==> config.mk <==
export PLATFORM = sky130hd
export DESIGN_NAME = sha256_msg_schedule
export DESIGN_NICKNAME = d
export VERILOG_FILES = /design/src/rtl/sha256_msg_schedule.sv
export SDC_FILE = /design/constraint.sdc
export NUM_CORES = 1
export LEC_CHECK = 0
export BUFFER_PORTS_ARGS = -buffer_cell sky130_fd_sc_hd__buf_2
export CAP_MARGIN = 20
export CORE_UTILIZATION = 25
export CTS_CLUSTER_DIAMETER = 30
export DETAILED_ROUTE_END_ITERATION = 8
export GPL_TIMING_DRIVEN = 0
export PLACE_DENSITY = 0.49
export SLEW_MARGIN = 20
export SYNTH_ARGS = -nofsm -noshare
export SYNTH_HDL_FRONTEND = slang
export SYNTH_SLANG_ARGS = --single-unit
==> constraint.sdc <==
create_clock -name clk -period 4.7 [get_ports clk]
set_clock_uncertainty 0.15 [all_clocks]
set_input_delay 0.235 -clock clk [delete_from_list [all_inputs] [get_ports clk]]
set_output_delay 0.235 -clock clk [all_outputs]
set_load 0.02 [all_outputs]
==> src/rtl/sha256_msg_schedule.sv <==
// sha256_msg_schedule: SHA-256 message schedule, 16-word sliding window expanding W_16..W_{ROUNDS-1} in place.
// Optional `SHA256_SCHED_ROUND_CHECK_EN adds a sticky sched_err when round_idx disagrees with t.
module sha256_msg_schedule #(
  parameter int ROUNDS = 64,
  parameter int IDX_W  = 6
) (
  input  logic             clk,
  input  logic             reset_n,
  input  logic             abort,
  input  logic             msg_valid,
  output logic             msg_ready,
  input  logic [31:0]      msg_word,
  input  logic             start,
  input  logic             round_en,
  input  logic [IDX_W-1:0] round_idx,
  output logic [31:0]      w_out,
  output logic [IDX_W-1:0] w_t,
  output logic             w_valid,
  output logic             busy,
  output logic             done
`ifdef SHA256_SCHED_ROUND_CHECK_EN
  ,
  output logic             sched_err
`endif
);
  localparam logic [2:0] IDLE = 3'd0, LOAD = 3'd1, LOADED = 3'd2, RUN = 3'd3, DONE = 3'd4;
  localparam logic [IDX_W-1:0] LAST = IDX_W'(ROUNDS - 1);
  logic [2:0] state;
  logic [31:0] win [16];
  logic [3:0] cnt;
  logic [IDX_W-1:0] t;
  logic accept, adv;
  logic [31:0] s0, s1, w_new;
  assign s0 = {win[1][6:0], win[1][31:7]} ^ {win[1][17:0], win[1][31:18]} ^ (win[1] >> 3);
  assign s1 = {win[14][16:0], win[14][31:17]} ^ {win[14][18:0], win[14][31:19]} ^ (win[14] >> 10);
  assign w_new = s1 + win[9] + s0 + win[0];
  // Outputs read zero while reset is held, even though IDLE would otherwise accept words.
  assign msg_ready = reset_n && (state == IDLE || state == LOAD);
  assign accept = msg_valid && msg_ready;
  assign adv = state == RUN && round_en;
  assign w_valid = state == RUN;
  assign busy = state == LOAD || state == LOADED || state == RUN;
  assign done = state == DONE;
  assign w_out = w_valid ? win[0] : '0;
  assign w_t = t;
  always_ff @(posedge clk or negedge reset_n) begin
    if (!reset_n) begin
      state <= IDLE;
      cnt <= '0;
      t <= '0;
      for (int k = 0; k < 16; k++) win[k] <= '0;
    end else if (abort) begin
      state <= IDLE;
      cnt <= '0;
      t <= '0;
    end else begin
      // cnt wraps back to 0 after word 15, so IDLE always writes window[0].
      if (accept) begin
        win[cnt] <= msg_word;
        cnt <= cnt + 4'd1;
      end
      if (adv) begin
        for (int k = 0; k < 15; k++) win[k] <= win[k+1];
        win[15] <= w_new;
        t <= t + 1'b1;
      end
      case (state)
        IDLE:    if (accept) state <= LOAD;
        LOAD:    if (accept && cnt == 4'd15) state <= LOADED;
        LOADED:  if (start) begin
          state <= RUN;
          t <= '0;
        end
        RUN:     if (round_en && t == LAST) state <= DONE;
        DONE:    begin
          state <= IDLE;
          t <= '0;
        end
        default: state <= IDLE;
      endcase
    end
  end
`ifdef SHA256_SCHED_ROUND_CHECK_EN
  always_ff @(posedge clk or negedge reset_n) begin
    if (!reset_n) sched_err <= 1'b0;
    else if (abort) sched_err <= 1'b0;
    else if (adv && round_idx != t) sched_err <= 1'b1;
  end
`else
  logic unused_round_idx;
  assign unused_round_idx = ^round_idx;
`endif
endmodule

[After elaboration in Yosys (flattened, before gate mapping)]
Cells that the tools add are included.
Storage, ports and cells
  memory bits (writable): 0
  input bits: 44
  bits in registers: 525
  bits in read-only memories: 0
  memories: 0
  word-level logic and storage cells: 74
  latch bits: 0
  output and inout bits: 42
Cells by class
  bitwise gates (word level): 6
  shift operators: 0
  reduce and logical (&&, ||, !) cells: 14
  multiplexer cells: 18
  add/subtract/negate cells: 5
  equality and inequality tests: 10
  div/mod/pow operators: 0
  magnitude comparators: 2
  $mul: 0
Operators with widths (count)
  two-way mux 512 bit: 2
  bitwise mux 512 bit: 1
  demux 32 bit (select 4 bit): 1
  adder 32 bit: 3
  two-way mux 32 bit: 2
  XOR 32 bit: 2
  XOR 32 x 22 -> 32 bit: 1
  XOR 32 x 29 -> 32 bit: 1
  two-way mux 6 bit: 3
  two-way mux 3 bit: 5
  one-hot mux 3 bit (4 select lines): 1
  one-hot mux 6 bit (2 select lines): 1
  two-way mux 4 bit: 2
  adder 6 x 1 -> 6 bit (second input constant): 1
  equality test 3 x 2 -> 1 bit (second input constant): 2
  equality test 6 bit (second input constant): 1
  logical AND 1 bit: 6
  != test 3 x 2 -> 1 bit (second input constant): 2
  != test 3 bit (second input constant): 2
  greater-or-equal comparator 5 bit (second input constant): 1
  < comparator 5 x 1 -> 1 bit (second input constant): 1
  NOT 4 -> 5 bit: 1
  adder 4 x 1 -> 4 bit (second input constant): 1
  equality test 4 bit (second input constant): 1
  8 further kinds: 11

[Longest topological paths before layout]
Gate-level depths: netlist of run 1.
  depth after elaboration: 8
  depth in mapped cells: 16
  gate-level depth less buffers: 15

[Least setup slack after synthesis of run 1]
OpenSTA, ideal clock, no wires.
  path type: flip-flop to flip-flop
  start: register win[456] (netlist bit)
  end: register win[31] (netlist bit)
  buffers on the path: 1
  stages on the path, launching flop included: 17
  path slack: 528 ps
  data arrival time: 3891 ps
  required time: 4419 ps
  library setup time: 131 ps
  clock period less this slack: 4172 ps
  cell sequence: dfrtp_1 > clkbuf_1 > xor2_1 > xnor2_1 > fa_1 > inv_1 > fa_1 > ha_1 > fa_1 > a211oi_2 > o21ai_1 > a21o_2 > a41oi_4 > a31oi_4 > nand3_1 > a21oi_1 > or3_1
On the way
  longest elaborated chain between the ends: 5
Ends and longest elaborated chain
  from (decl): line 29  | logic [31:0] win [16];
  from (signal, indexed assignment): line 59  | win[cnt] <= msg_word;
  XOR 32 bit: line 34  | assign s0 = {win[1][6:0], win[1][31:7]} ^ {win[1][17:0], win[1][31:18]} ^ (win[1] >> 3);
  XOR 32 x 29 -> 32 bit (*): line 34
  adder 32 bit (*) (2 in a row): line 36  | assign w_new = s1 + win[9] + s0 + win[0];
  two-way mux 512 bit (*): line 62  | if (adv) begin
Every way passes the cells marked *; elsewhere a longest branch is shown, timed or not.
A chain may end at the register's enable or synchronous reset.

[Final worst setup path of run 1]
  start: register win[475] (netlist bit)
  end: register win[31] (netlist bit)
The elaborated chain is that of the path after synthesis.

==> results, run 1 <==
- After the first detailed-routing iteration, the DRC count stood at 3054.
- The final clock period utilization by the worst path is roughly 99%.
- The dominant register cell in the synthesized netlist is sky130_fd_sc_hd__dfrtp_1.
- The critical path in this run is classified as reg2reg.
- Global routing used 21.7% of the available tracks.
- The root buffer cell is sky130_fd_sc_hd__clkbuf_16.
- The die outline height is 338 microns.
- Summing all placed instances gives a cell area of 30500 sq um.
- The number of failing setup endpoints in the final timing report is 0.
- The number of buffer and inverter instances along the worst setup path is 3.
- Of the post-synthesis cell area, the dominant cell type holds 46.6%.
- Across the run, the number of max-cap violations was 0.
- The die width is about 340 microns.
- The global-route congestion overflow total is 0.
- The cell taking the most area after synthesis is sky130_fd_sc_hd__dfrtp_1.
- The library cell with the highest instance count after synthesis is sky130_fd_sc_hd__dfrtp_1.
- The transition time at the pin with the least slew margin is 1.23 ns.
- The total count of max-transition violations in the final report was 0.
- The run finished with clean final reports.
- Derived from the worst setup path, the maximum achievable clock frequency is 214 MHz.
- The maximum number of buffers from clock root to sink is 3.
- The path category of the worst min-delay check is in2reg.
- After synthesis, the share of flip-flops with an asynchronous set or reset is between 90% and 100%.
- The number of hold-slack violations in the final timing report was 0.
- In the routed layout, each cell is associated on average with a via count of 5.32.
- The net count of the finished layout is between 3000 and 4000.
- The normalized max-slew margin is 18.3%.
- The pre-antenna-repair detailed-routing pass consisted of 6 iterations.
- The post-layout instance area is 35300 sq um.
- For this block, the via count after detailed routing is 26000.
- The cell with the largest stage delay on the worst path is sky130_fd_sc_hd__fa_1.
- The Yosys step of the flow raised 0 warnings.
- TritonCTS built the clock tree.
- The kind of start point of the critical path is a flop.
- The die outline area is between 100000 and 150000 sq um.
- The source-to-sink clock delay at the later pin of the worst-skew pair is roughly 0.73 ns.
- Sorting the synthesized cells by how often they occur yields sky130_fd_sc_hd__dfrtp_1 (525), sky130_fd_sc_hd__nand2_1 (406), sky130_fd_sc_hd__a22oi_1 (362), sky130_fd_sc_hd__o21ai_0 (333), sky130_fd_sc_hd__clkbuf_1 (228).
- The signal on the critical path passes through clkbuf_1, xnor2_1, fa_1, inv_1, fa_1, ha_1, clkbuf_1, and3_1, nand2_1, nor2_1, nor3_1, a21oi_1, mux2i_1, a21oi_1, or3_1.
- The kind of capture point of the worst setup path is a flop.
- Setup repair after global routing could not meet its margin everywhere.
- The initial standard-cell utilization of the core is between 20% and 30%.
- Broken down by cell family, the worst path's largest delay share belongs to adder cells.
- The count of buffers added on input and output ports is 49.
- The number of antenna violations at the first check in global routing was 9.
- The worst slack at placement is -0.457 ns.
- The maximum number of pins on one net before global-route repair is 92.
- The number of global-route vias before repair is about 26000.
- The largest fanout of any net on the critical path is 8.
- Yosys attributes the largest share of cell area to sky130_fd_sc_hd__dfrtp_1 (47%), sky130_fd_sc_hd__a22oi_1 (9.6%), sky130_fd_sc_hd__o21ai_0 (5.9%).
- The largest single stage delay on the critical path is 0.57 ns.
- The post-DP HPWL is 92500 microns.
- Clock-pin slew was measured on the worst setup and hold paths at about 0.040 ns.
- The placeable core area is 111000 sq um.
- Counting flops with a built-in enable in the synthesized netlist gives 0.
- The gate count of the mapped netlist is ~3100.
- The first global-routing pass estimated 181000 microns of wire.
- Counting distinct cell types in the post-synthesis netlist gives 65.
- The cell area after synthesis is 28200 sq um.
- The number of top-level pins is 86.
- The proportion of synthesized chip area in sequential cells is a little under half.
- The worst-case hold slack is approximately 0.017 ns.
- From synthesis to final layout, the design area changed by 25.3%.
- The clock drives 525 sinks.
- The mean routed wirelength per cell is 25.5 microns.
- In the final timing run, aggregate negative setup slack is 0 ns.
- The final critical delay including setup and external delays is 4.67 ns.
- STA puts the critical path data arrival time at 5.10 ns.
- The required time at the worst-slack endpoint is roughly 5.1 ns.
- The number of inserted filler cells in the final layout is 11700.
- The number of H-tree branching levels is 4.
- For this block, the routed nets add up to 125000 microns of wire.
- The average size of a mapped cell is between 9 and 10 sq um.
- After layout, the worst setup slack is 0.0320 ns.
- The routability-driven placement congestion ratio is about 1.0.
- After synthesis the netlist holds a flip-flop and latch count of 525.
- The share of post-route cells with drive strength above 1 is between 10% and 20%.
- The number of nets produced by synthesis is 3241.
- Row generation in the floorplan step produced 122 rows.
- The DRC violations left is 0.
- TritonCTS created 135 clock buffers.
- The post-route antenna net violation count is 0.
[state kept, by name, indices dropped and copies added (netlist names)]
name,flops
state,3
win,512
w_t,6
cnt,4
[tightest hold or removal path, cell delays in order]
cell and delay, ns:
sky130_fd_sc_hd__buf_2 0.10, sky130_fd_sc_hd__inv_1 0.06, sky130_fd_sc_hd__nor2_1 0.04, sky130_fd_sc_hd__mux2i_1 0.12
sky130_fd_sc_hd__o21ai_1 0.16, sky130_fd_sc_hd__nor2_1 0.13
[metal layers]
layer / GRT usage [%] / vias to the layer above / wire length [microns]
li1: - / 11400 / -
met1: 29.8 / 13200 / 54800
met2: 32.7 / 1220 / 54500
met3: 5.18 / 269 / 10500
met4: 8.66 / 14 / 4920
met5: 0 / - / 80
[through the flow]
step           cells  utilization (%)
4_1_cts         4902             31.7
3_3_place_gp    4636             27.2
5_1_grt         4895             31.8
6_report        4896             31.8
2_1_floorplan   3099                -
3_5_place_dp    4643             27.4
[cells by family (layout without fill, tap and decap cells)]
group,Yosys count,in the layout,synth area share (%)
AOI/OAI and AO/OA,1147,1147,25.8
and+or+nand+nor,718,718,10.3
DFF,525,525,46.6
buffers and inverters,456,763,6.48
xor gates and xnor gates,149,149,4.63
adders and majority gates,98,98,6.00
muxes,6,6,0.217
other,0,2,0
[final cells by class]
| type | count | area, sq um | share of cell area [%] |
|---|---|---|---|
| multi-input cells | 2118 | 13300 | 37.7 |
| flip-flops and latches | 525 | 13100 | 37.2 |
| clock buffers | 188 | 3870 | 11.0 |
| well taps | 1488 | 1860 | 5.27 |
| plain buffers | 311 | 1290 | 3.64 |
| repair buffers | 79 | 701 | 1.98 |
| clock inverters | 56 | 676 | 1.91 |
| inverters | 129 | 484 | 1.37 |
| diodes | 2 | 5.00 | 0.0142 |
[cells in the final DEF, fill, tap and decap left out, types with 23 or more instances in the layout]
| cell type | instances |
|---|---|
| sky130_fd_sc_hd__xnor2_1 | 77 |
| sky130_fd_sc_hd__clkbuf_1 | 236 |
| sky130_fd_sc_hd__clkbuf_16 | 139 |
| sky130_fd_sc_hd__o21ai_0 | 333 |
| sky130_fd_sc_hd__inv_1 | 129 |
| sky130_fd_sc_hd__xor2_1 | 67 |
| sky130_fd_sc_hd__dfrtp_1 | 522 |
| sky130_fd_sc_hd__fa_1 | 61 |
| sky130_fd_sc_hd__nor2_1 | 204 |
| sky130_fd_sc_hd__ha_1 | 36 |
| sky130_fd_sc_hd__clkbuf_8 | 23 |
| sky130_fd_sc_hd__buf_2 | 123 |
| sky130_fd_sc_hd__a22oi_1 | 362 |
| sky130_fd_sc_hd__nor3_1 | 40 |
| sky130_fd_sc_hd__nand2_1 | 406 |
| sky130_fd_sc_hd__o22ai_1 | 189 |
| sky130_fd_sc_hd__a21oi_1 | 163 |
| sky130_fd_sc_hd__clkinv_2 | 27 |
[path summary, 6_finish.rpt]
check / to / cells after the start / slack, ns / start
setup / recovery: win[31] / 15 / 0.03 / win[475]
hold / removal: w_t[4] / 6 / 0.02 / start
setup reg to reg: win[31] / 15 / 0.03 / win[475]
hold reg to reg: win[429] / 2 / 0.33 / win[429]
max in group asynchronous: win[456] / 7 / 2.58 / reset_n
min in group asynchronous: win[281] / 4 / 0.46 / reset_n
[repair_timing]
action | CTS | global route
buffers inserted | 0 | 1
setup endpoints to repair | 11 | 154
hold endpoints to repair | 189 | 0
gates cloned | 0 | 1
resized for setup | 5 | 11
hold buffers | 21 | 0
pin swaps | 1 | 4
Power of run 1 is left out: the tool's default activity adds up to more than one toggle a clock period on the data nets, which glitch-free logic cannot reach.
==> run 2: changes to the inputs <==
Settings changed: ABC_AREA set to 1.
==> run 2 against run 1 <==
Global-route usage decreased by 1.0 points. Critical path depth unchanged. Flip-flop and latch count unchanged. First-iteration DRC count decreased by 11%. Synthesized area increased by 7.1%. Register-to-register slack improved by 0.36 ns. Maximum frequency increased by 8.4%. Critical path type unchanged. Setup slack improved by 0.36 ns. Cell count increased by 20%. Utilization increased by 0.054 points.
==> results, run 2 <==
- The startpoint identified for the worst register-to-register timing path is win[456].
- The routed via count came to 27800 (+6.7%).
- The normalized max-slew margin is 24.3% (+6.0 points).
- The capture instance of the worst register-to-register path is win[21].
- The proportion of synthesized chip area in sequential cells is 43.5% (-3.1 points).
- The flip-flop and latch count after synthesis is 525 (unchanged).
- The clock-pin slew on the worst setup and hold paths is 0.04 ns (about the same).
- The number of nets produced by synthesis was 4034 (+24%).
- The number of cells on the worst reg-to-reg path is 15 (unchanged).
- The slowest stage of the critical path belongs to the cell sky130_fd_sc_hd__dfrtp_1.
- The global-route congestion overflow total is 0 (unchanged).
- The total routing usage reported by global routing is 20.7% (-1.0 points).
- The worst-case hold slack is 0.0567 ns (+0.0397 ns).
- The number of hold-slack violations in the final timing report is 0 (unchanged).
- The number of buffer and inverter instances along the worst setup path was 1 (-2).
- The number of failing setup endpoints in the final timing report is 0 (unchanged).
- The via density per instance is 4.73 (-11%).
- The endpoint of the worst hold path is cnt[0].
- STA classifies the critical path startpoint as a flop.
- The number of antenna violations at the first check in global routing is 1 (-8).
- The number of distinct library cell variants in the gate-level netlist after synthesis is 43 (-34%).
- The maximum number of pins on one net before global-route repair was 91 (-1.1%).
- The flow ran to the end, and the final reports show no timing, DRC or antenna violations.
- The number of H-tree branching levels is 4 (unchanged).
- The root buffer cell chosen for the clock tree is sky130_fd_sc_hd__clkbuf_16.
- The source-to-sink clock delay at the later pin of the worst-skew pair is 0.72 ns (about the same).
- The die width is 350 microns (+3.5%).
- The CTS tree is built.
- By area the synthesized netlist is led by sky130_fd_sc_hd__dfrtp_1 (43%), sky130_fd_sc_hd__o21ai_0 (10%), sky130_fd_sc_hd__nand2_1 (9.7%).
- Of all cell types, the one taking the most synthesized area is sky130_fd_sc_hd__dfrtp_1.
- The number of antenna diodes was 0 (-2).
- By startpoint and endpoint, the worst setup path is classified as reg2reg.
- The DRC violations left is 0 (unchanged).
- The transition time at the pin with the least slew margin is 1.14 ns (-0.0897 ns).
- The total CTS buffers was 146 (+8.1%).
- The instance count after placement with tap cells included was 5581 (+20%).
- The post-DP HPWL is 97000 microns (+4.8%).
- The standard-cell row count is 127 (+4.1%).
- The die outline height was 350 microns (+3.5%).
- The share of flip-flops with an asynchronous set or reset after synthesis is 100% (unchanged).
- The area used by sequential logic in the layout was 13100 sq um (about the same).
- The sum of routed wire length over all layers is 127000 microns (+1.5%).
- The wire length of the first global-routing pass is 185000 microns (+2.5%).
- Leaving out fill and tap cells, the most frequent cell in the layout is sky130_fd_sc_hd__nand2_1.
- The count of TritonRoute iterations in the first routing pass is 8 (+2).
- The number of inserted filler cells in the final layout is 12900 (+10%).
- The routability-driven placement congestion ratio is 0.951 (-4.7%).
- The share of post-route cells with drive strength above 1 is 9.89% (-1.9 points).
- The required time at the worst-slack endpoint came to 5.16 ns (+0.03 ns).
- The placeable core area came to 120000 sq um (+7.7%).
- The number of enable flip-flop cells after synthesis is 0 (unchanged).
- The gate count of the mapped netlist is 3892 (+26%).
- The startpoint identified for the worst hold timing path is msg_valid.
- Counting flops per register, the top entry is win.
- The final clock period utilization by the worst path is 91.7% (-7.7 points).
- The maximum number of buffers from clock root to sink is 3 (unchanged).
- The number of port buffers is 71 (+45%).
- The total count of max-transition violations in the final report is 0 (unchanged).
- The number of clock sinks came to 525 (unchanged).
- In the layout the commonest cells are sky130_fd_sc_hd__nand2_1 (783), sky130_fd_sc_hd__inv_1 (679), sky130_fd_sc_hd__o21ai_0 (619), sky130_fd_sc_hd__dfrtp_1 (525), sky130_fd_sc_hd__o22ai_1 (346).
- The largest fanout of any net on the critical path is 4 (-4).
- The die outline area is 122000 sq um (+7.0%).
- The number of top-level pins came to 86 (unchanged).
- The fraction of post-synthesis cell area in the top cell type by area came to 43.5% (-3.1 points).
- The area growth from synthesis to layout is 26.2%.
- The library cell with the highest instance count after synthesis is sky130_fd_sc_hd__nand2_1.
- The post-route antenna net violation count is 0 (unchanged).
- The initial standard-cell utilization of the core was 25.2% (-0.14 points).
- The average size of a mapped cell is 7.76 sq um (-15%).
- The initial detailed-routing violation count came to 2713 (-11%).
- The area of combinational cells with multiple inputs came to 13400 sq um (+0.60%).
- The number of flip-flops under the largest register name is 512 (unchanged).
- The final-stage net count came to 4282 (+24%).
- The final critical delay including setup and external delays is 4.31 ns (-0.360 ns).
- Setup repair after global routing left no endpoint under its margin.
- STA classifies the critical path endpoint as a flop.
- The dominant register cell in the synthesized netlist is sky130_fd_sc_hd__dfrtp_1.
- The path category of the worst min-delay check is in2reg.
- The worst hold path cell count was 4 (-2).
- The data arrival time at the worst-slack endpoint is 4.77 ns (-0.33 ns).
- The number of global-route vias before repair is 27100 (+4.7%).
- The commonest cells after synthesis are sky130_fd_sc_hd__nand2_1 (783), sky130_fd_sc_hd__inv_1 (679), sky130_fd_sc_hd__o21ai_0 (619), sky130_fd_sc_hd__dfrtp_1 (525), sky130_fd_sc_hd__o22ai_1 (346).
- The cell area after synthesis is 30200 sq um (+7.1%).
- The register-to-register setup slack was 0.39 ns (+0.36 ns).
- The number of standard cells in the layout, taps in and fillers out is 5867 (+20%).
- The number of maximum-capacitance violations is 0 (unchanged).
- The signal on the critical path passes through xnor2_1, xor2_1, fa_1, inv_1, fa_1, ha_1, fa_1, nand2_1, a21oi_1, nand3_1, nand3_1, nand2_1, nand3b_1, nand3_1, a21boi_0.
- The mean routed wirelength per cell is 21.6 microns (-15%).
- The maximum single-stage delay on the critical path is 0.61 ns (+0.04 ns).
- The Yosys warning count is 0 (unchanged).
- The kind of cell adding the most delay to the critical path is adder cells.
- The maximum clock rate is 232 MHz (+8.4%).
[run 2: cell count changes in the layout (fill, tap and decap cells not counted), sizes merged, moves of 21 or more]
cell,change
inv,+557
nand2,+375
a22oi,-359
o21ai,+303
o22ai,+157
nand3,+153
a21oi,-126
nor2,-85
clkbuf,-38
nor3,-31
xnor2,-21
[run 2: area by class of cell]
cell class	count	area share (%)
multi-input combinational	2414	35.1
sequential	525	34.5
clock buffer	204	11.2
inverter	699	6.88
tap	1612	5.29
buffer	254	2.77
clock inverter	59	2.23
timing repair buffer	100	2.05
[run 2: worst max path at each step]
stage                           to  slack [ns]  cells after the start  startpoint
after floorplan            win[29]        1.33                     16    win[456]
after global placement    win[486]       -8.38                      1     reset_n
after detailed placement   win[21]        0.45                     15    win[454]
after CTS                  win[21]        0.42                     15    win[454]
after global routing       win[21]        0.08                     15    win[454]
final                      win[21]        0.39                     15    win[456]
[run 2: logic make-up after synthesis]
group                      count (synthesis)  share of synthesized area, %
AOI/OAI and AO/OA                       1096                          20.5
xor gates and xnor gates                 128                          3.71
adders and majority gates                 98                          5.60
buffers and inverters                    953                          12.2
DFF                                      525                          43.5
muxes                                      1                        0.0331
and+or+nand+nor                         1091                          14.5
[run 2: what timing repair did]
| action | in CTS | in global routing |
|---|---|---|
| hold buffers | 22 | 0 |
| setup endpoints to repair | 0 | 0 |
| buffers inserted | 0 | 0 |
| endpoints found under the hold margin | 256 | 0 |
| gates resized for setup | 0 | 0 |
[run 2: per-stage QoR]
step / setup TNS, ns / area (sq um) / util [%] / worst slack [ns]
after global placement: -8146.10 / 32600 / 27.2 / -8.38
after detailed placement: 0 / 32800 / 27.3 / 0.451
after global routing: 0 / 38100 / 31.8 / 0.0839
after CTS: 0 / 38100 / 31.8 / 0.421
final: 0 / 38100 / 31.8 / 0.392
after floorplan: 0 / 30200 / - / 1.33
[run 2: routing by layer]
layer  vias to the layer above  global-route usage, %  part of all wire (%)
met4                         0                   10.7                   5.2
met2                      1059                   30.5                    42
met3                       278                   3.86                   6.8
met5                         -                      0                     0
li1                      13100                      -                     -
met1                     13300                   28.7                    46
[run 2: worst reg2reg max path: stages, from the launching register on]
cell	delay [ns]
sky130_fd_sc_hd__dfrtp_1	0.61
sky130_fd_sc_hd__xnor2_1	0.16
sky130_fd_sc_hd__xor2_1	0.17
sky130_fd_sc_hd__fa_1	0.53
sky130_fd_sc_hd__inv_1	0.07
sky130_fd_sc_hd__fa_1	0.48
sky130_fd_sc_hd__ha_1	0.36
sky130_fd_sc_hd__fa_1	0.31
sky130_fd_sc_hd__nand2_1	0.09
sky130_fd_sc_hd__a21oi_1	0.36
sky130_fd_sc_hd__nand3_1	0.12
sky130_fd_sc_hd__nand3_1	0.25
sky130_fd_sc_hd__nand2_1	0.11
sky130_fd_sc_hd__nand3b_1	0.10
sky130_fd_sc_hd__nand3_1	0.14
sky130_fd_sc_hd__a21boi_0	0.22
Power of run 2 is left out for the same reason.
